<file path="src/rtl/lif_spike_aer_encoder.sv">
// LIF spike-vector to AER event encoder.
// Captures one spike vector per tick, walks its set bits lowest-first and
// queues {tick, neuron index} events into a FIFO drained over valid/ready.
module lif_spike_aer_encoder #(
   parameter int unsigned NUM_NEURONS = 10,
   parameter int unsigned ADDR_W      = 4,
   parameter int unsigned TICK_W      = 16,
   parameter int unsigned FIFO_DEPTH  = 16,
   parameter int unsigned DROP_W      = 16
) (
   input  logic                            clk_i,
   input  logic                            rst_i,
   input  logic [NUM_NEURONS-1:0]          spike_vec_i,
   input  logic                            spike_valid_i,
   output logic                            spike_ready_o,
   output logic                            aer_valid_o,
   input  logic                            aer_ready_i,
   output logic [ADDR_W-1:0]               aer_addr_o,
   output logic [TICK_W-1:0]               aer_tick_o,
   output logic [TICK_W-1:0]               tick_cnt_o,
   output logic [$clog2(FIFO_DEPTH):0]     fifo_count_o,
   output logic                            overflow_o,
   output logic [DROP_W-1:0]               drop_cnt_o
);

   localparam int unsigned PTR_W = $clog2(FIFO_DEPTH);
   localparam int unsigned CNT_W = PTR_W + 1;

   typedef enum logic {
      IDLE = 1'b0,
      SCAN = 1'b1
   } state_t;

   state_t                 state_q, state_d;
   logic [NUM_NEURONS-1:0] scan_vec_q, scan_vec_d;
   logic [TICK_W-1:0]      scan_tick_q, scan_tick_d;
   logic [TICK_W-1:0]      tick_cnt_q, tick_cnt_d;

   logic [PTR_W-1:0]       wr_ptr_q, wr_ptr_d;
   logic [PTR_W-1:0]       rd_ptr_q, rd_ptr_d;
   logic [CNT_W-1:0]       count_q, count_d;
   logic                   overflow_q, overflow_d;
   logic [DROP_W-1:0]      drop_cnt_q, drop_cnt_d;

   logic [ADDR_W-1:0]      mem_addr [FIFO_DEPTH];
   logic [TICK_W-1:0]      mem_tick [FIFO_DEPTH];

   logic [ADDR_W-1:0]      sel_idx;
   logic                   sel_found;
   logic                   push_req;
   logic                   push;
   logic                   pop;
   logic                   drop;
   logic                   full;

   // Lowest set bit of the vector being scanned.
   always_comb begin
      sel_idx   = '0;
      sel_found = 1'b0;
      for (int unsigned i = 0; i < NUM_NEURONS; i++) begin
         if (!sel_found && scan_vec_q[i]) begin
            sel_found = 1'b1;
            sel_idx   = ADDR_W'(i);
         end
      end
   end

   // FSM next state, capture of the spike vector and per-cycle event generation.
   always_comb begin
      state_d       = state_q;
      scan_vec_d    = scan_vec_q;
      scan_tick_d   = scan_tick_q;
      tick_cnt_d    = tick_cnt_q;
      push_req      = 1'b0;
      spike_ready_o = 1'b0;
      unique case (state_q)
         IDLE: begin
            spike_ready_o = 1'b1;
            if (spike_valid_i) begin
               scan_vec_d  = spike_vec_i;
               scan_tick_d = tick_cnt_q;
               tick_cnt_d  = tick_cnt_q + TICK_W'(1);
               if (spike_vec_i != '0) state_d = SCAN;
            end
         end
         SCAN: begin
            push_req = 1'b1;
            // v & (v-1) clears exactly the lowest set bit, matching sel_idx.
            scan_vec_d = scan_vec_q & (scan_vec_q - NUM_NEURONS'(1));
            if (scan_vec_d == '0) state_d = IDLE;
         end
         default: state_d = IDLE;
      endcase
   end

   // FIFO push/pop/drop decisions and bookkeeping.
   always_comb begin
      full       = (count_q == CNT_W'(FIFO_DEPTH));
      pop        = (count_q != '0) && aer_ready_i;
      push       = push_req && (!full || pop);
      drop       = push_req && !push;
      wr_ptr_d   = push ? wr_ptr_q + PTR_W'(1) : wr_ptr_q;
      rd_ptr_d   = pop  ? rd_ptr_q + PTR_W'(1) : rd_ptr_q;
      count_d    = count_q;
      if (push && !pop)      count_d = count_q + CNT_W'(1);
      else if (pop && !push) count_d = count_q - CNT_W'(1);
      overflow_d = overflow_q | drop;
      drop_cnt_d = drop_cnt_q;
      if (drop && (drop_cnt_q != '1)) drop_cnt_d = drop_cnt_q + DROP_W'(1);
   end

   // State, counter and pointer registers.
   always_ff @(posedge clk_i or posedge rst_i) begin
      if (rst_i) begin
         state_q     <= IDLE;
         scan_vec_q  <= '0;
         scan_tick_q <= '0;
         tick_cnt_q  <= '0;
         wr_ptr_q    <= '0;
         rd_ptr_q    <= '0;
         count_q     <= '0;
         overflow_q  <= 1'b0;
         drop_cnt_q  <= '0;
      end else begin
         state_q     <= state_d;
         scan_vec_q  <= scan_vec_d;
         scan_tick_q <= scan_tick_d;
         tick_cnt_q  <= tick_cnt_d;
         wr_ptr_q    <= wr_ptr_d;
         rd_ptr_q    <= rd_ptr_d;
         count_q     <= count_d;
         overflow_q  <= overflow_d;
         drop_cnt_q  <= drop_cnt_d;
      end
   end

   // Event storage; contents are only visible while count is non-zero.
   always_ff @(posedge clk_i) begin
      if (push) begin
         mem_addr[wr_ptr_q] <= sel_idx;
         mem_tick[wr_ptr_q] <= scan_tick_q;
      end
   end

   assign aer_valid_o  = (count_q != '0);
   assign aer_addr_o   = aer_valid_o ? mem_addr[rd_ptr_q] : '0;
   assign aer_tick_o   = aer_valid_o ? mem_tick[rd_ptr_q] : '0;
   assign tick_cnt_o   = tick_cnt_q;
   assign fifo_count_o = count_q;
   assign overflow_o   = overflow_q;
   assign drop_cnt_o   = drop_cnt_q;

endmodule

</file>
<file path="config.mk">
export PLATFORM = sky130hd
export DESIGN_NAME = lif_spike_aer_encoder
export DESIGN_NICKNAME = d
export VERILOG_FILES = /design/src/rtl/lif_spike_aer_encoder.sv
export SDC_FILE = /design/constraint.sdc
export NUM_CORES = 1
export LEC_CHECK = 0
export CAP_MARGIN = 25
export CORE_MARGIN = 2
export CORE_UTILIZATION = 60
export DETAILED_ROUTE_END_ITERATION = 6
export PLACE_DENSITY = 0.89
export SYNTH_ARGS = -nofsm -noshare
export SYNTH_HDL_FRONTEND = slang
export SYNTH_SLANG_ARGS = --single-unit
</file>
<file path="constraint.sdc">
create_clock -name clk_i -period 3.54 [get_ports clk_i]
set_input_delay 0.708 -clock clk_i [delete_from_list [all_inputs] [get_ports clk_i]]
set_output_delay 0.708 -clock clk_i [all_outputs]
set_load 0.01 [all_outputs]
</file>
==> summary.txt, run 1 <==
Run status
  – Status: finished, final reports clean

Setup path
  – Slowest-stage cell, CP: mux4_2
  – Critical path type: flip-flop to output pin
  – Required @ worst endpoint: 2.83 ns
  – Critical-path cell list: buf_4, clkbuf_16, mux4_2, mux2i_2, o22ai_1, clkdlybuf4s50_1
  – CP Max Fanout: 12
  – CP Capture Type: output pin
  – Max stage delay on crit path: 0.56 ns
  – CP arrival: 2.80 ns
  – Setup crit start kind: flip-flop
  – Reg2reg start: fifo_count_o[0]$_DFFE_PP0P_
  – Reg-to-Reg End: fifo_count_o[4]$_DFFE_PP0P_
  – R2r setup slk: 0.66 ns
  – R2R cell count: 12

Layout
  – Fin nets: 997
  – Area delta synth->final: 17.52%
  – Commonest non-fill, non-tap cell in the layout: edfxtp_1
  – Most frequent cells in the layout: edfxtp_1, mux4_2, nand2_1
  – Antenna Cells: 0
  – Share of layout cells above drive strength 1: between 10% and 20%

Clock network
  – H-tree depth: 2
  – Clock Root Buffer: clkbuf_16
  – Skew-Pair Late Insertion Delay: roughly 0.54 ns
  – Inserted Clock Buffers: 38
  – Reg clk slew, reported paths: about 0.06 ns
  – CTS tree: built
  – Clk sink count: 393
  – CTS Buffer Depth: 3

Flow run
  – # Max-Cap Violations: 0

Yosys
  – Number of distinct library cells after synthesis: 48
  – Synth Area in Compound Gates: 2.690%
  – Seq/Total Area, Yosys: about 73%
  – Ys Warns: 0
  – Post-Synth Simple-Gate Area: 5.253%
  – Synth area leaders: edfxtp_1, dfrtp_1, mux4_2
  – Syn nets: 879
  – Gate Count Post-Synth: 853
  – Synthesized cell area: ~16000 um^2
  – Avg Cell Area, Syn: 18.37 um^2
  – Register bit total from synthesis: 393
  – Post-synth EDFFs: 320
  – Post-Synth Adder-Cell Area: 1.070%
  – Fraction of synthesized cell area in xor and xnor cells: 2.124%
  – Share of the synthesized area in the top cell type: 61.31%
  – Share of flip-flops with an asynchronous set or reset: between 15 and 20%
  – Post-synthesis mux area share: 14.60%
  – Leading area contributor after synthesis: edfxtp_1
  – Post-synth top flop: edfxtp_1
  – Largest family of logic cells by synthesized area: multiplexers

Detailed routing
  – DRC Markers: 0
  – Post-route ant nets: 0
  – Final wirelength: 37.88 mm
  – Vias per std cell: 6.617
  – First-pass DRT Iterations: 5
  – DR iter-0 viols: 1151
  – Total number of vias: 8834
  – Routed wire per std cell: 28.38 um

Die
  – Die Ht: 165.6 um
  – Initial Util: just over 60%
  – Die width: approximately 170 um
  – Die Area: 27430 um^2
  – Core ar.: between 20000 and 30000 um^2
  – IO Pins: 74
  – FP Rows: 59

Power and ir drop
  – Power Density: 857.4 nW/um^2
  – Worst IR Drop VDD: 0.5910 mV
  – Leak: 0.006734 uW
  – PnR Total Power: 15790 uW

Global route
  – GRT overflow: 0
  – Initial antenna violation count: 0
  – Pin count of the biggest net entering global routing: 74
  – All-Layer GR Usage: 26.98%
  – Global-route wire length before repair: between 50 and 60 mm
  – Number of global-route vias before repair: 9083

Placed design
  – Placer Congestion: 0.8173
  – Pre-CTS WS: approximately 0.30 ns
  – DP HPWL: 19.84 mm
  – Port buffer count: 73

Timing
  – Final worst setup slack: 0.03542 ns
  – Post-layout min period: approximately 3.5 ns
  – Sum Neg Setup Slack: 0 ns
  – Final period util: 99.00%
  – Least-Margin Pin Slew: 0.6694 ns
  – Final hold vios: 0
  – Max Fclk: 0.2853 GHz
  – Final setup fails: 0
  – Slew Viols, Final: 0
  – Final Skew: 0.01718 ns
  – Slew margin rel.: between 50 and 60%

Hold path
  – Worst min path class: flip-flop to flip-flop
  – Worst Hold Launch: overflow_o$_DFF_PP0_
  – Hold path depth: 1
  – Hold endpoint: overflow_o$_DFF_PP0_
logic make-up (layout without fill, tap and decap cells):
group,Yosys count,count (layout)
multiplexers,128,128
AO/OA/AOI/OAI,66,66
flip-flops,393,393
adder cells (fa/ha/maj),13,13
XOR/XNOR,38,38
AND/OR/NAND/NOR,166,166
buffers and inverters,49,196
synthesized netlist by cell type, types with 13 or more instances:
cell      instances
nor2_1           20
edfxtp_1        320
mux2i_1          43
xnor2_1          26
mux4_2           80
nand4_1          13
dfrtp_1          73
o21ai_0          17
o22ai_1          20
nand3_1          14
clkbuf_1         27
nand2_1          71
worst max-delay path, delay by kind of cell (launching register included):
kind / cells / cell delay, ns
flops: 1 / 0.52
compound gates: 1 / 0.13
buf+inv: 3 / 0.86
mux: 2 / 0.75
power by group:
part           internal (uW)  switching [uW]
clock                   2250            1680
combinational           2500            2840
sequential              5940             588
how the worst max path moves through the flow:
stage / end / cells past startpoint / from / slack [ns]
after global routing: aer_tick_o[2] / 6 / rd_ptr_q[0]$_DFFE_PP0P_ / -0.04
final: aer_tick_o[5] / 6 / rd_ptr_q[0]$_DFFE_PP0P_ / 0.04
after CTS: aer_addr_o[0] / 5 / rd_ptr_q[0]$_DFFE_PP0P_ / -0.00006
after global placement: aer_tick_o[10] / 5 / rd_ptr_q[0]$_DFFE_PP0P_ / 0.34
after detailed placement: fifo_count_o[4]$_DFFE_PP0P_ / 12 / aer_ready_i / 0.30
after floorplan: mem_addr[7][0]$_DFFE_PP_ / 5 / aer_ready_i / 0.43
flip-flops by register name, indices dropped and copies added, names as in the netlist:
signal	flops
state_q	1
scan_vec_q	10
fifo_count_o	5
scan_tick_q	16
wr_ptr_q	4
tick_cnt_o	16
rd_ptr_q	4
drop_cnt_o	16
mem_addr	64
mem_tick	256
overflow_o	1
final cells by class:
class	count	area, um^2
Fill cell	1438	7420
Timing Repair Buffer	119	1234
Tap cell	335	419.2
Clock inverter	20	138.9
Multi-Input combinational cell	411	4098
Sequential cell	393	11440
Inverter	8	30.03
Clock buffer	49	1056
per-layer routing:
layer / track usage (%) / share of wire, %
met2: 44.67 / 51
met1: 35.16 / 36
met3: 5.042 / 9.5
met5: 0 / 0
met4: 12.82 / 4.0
through the flow:
step	util (%)	cell area [um^2]	hold slack [ns]	instances
3_5_place_dp	65.89	17020	0.4639	1256
2_1_floorplan	-	15670	0.4786	853
4_1_cts	70.76	18280	0.4866	1329
6_report	71.28	18420	0.4785	1335
3_3_place_gp	65.89	17020	0.4558	1256
5_1_grt	71.28	18420	0.4990	1335
timing repair:
action                                  in CTS  in global routing
gates cloned                                 0                  2
setup buffers                                4                  3
pin swaps                                    0                  0
endpoints found under the setup margin      20                 17
hold endpoints to repair                     0                  0
hold buffers                                 0                  0
gates resized for setup                      6                 14
Note: power is estimated with default switching activity, not from simulation.
==> run 2, diff against run 1 <==
Settings changed: ABC_CLOCK_PERIOD_IN_PS set to 3540.
==> results of run 2 <==
No change in the layout: final DEF, timing and power equal those of run 1.
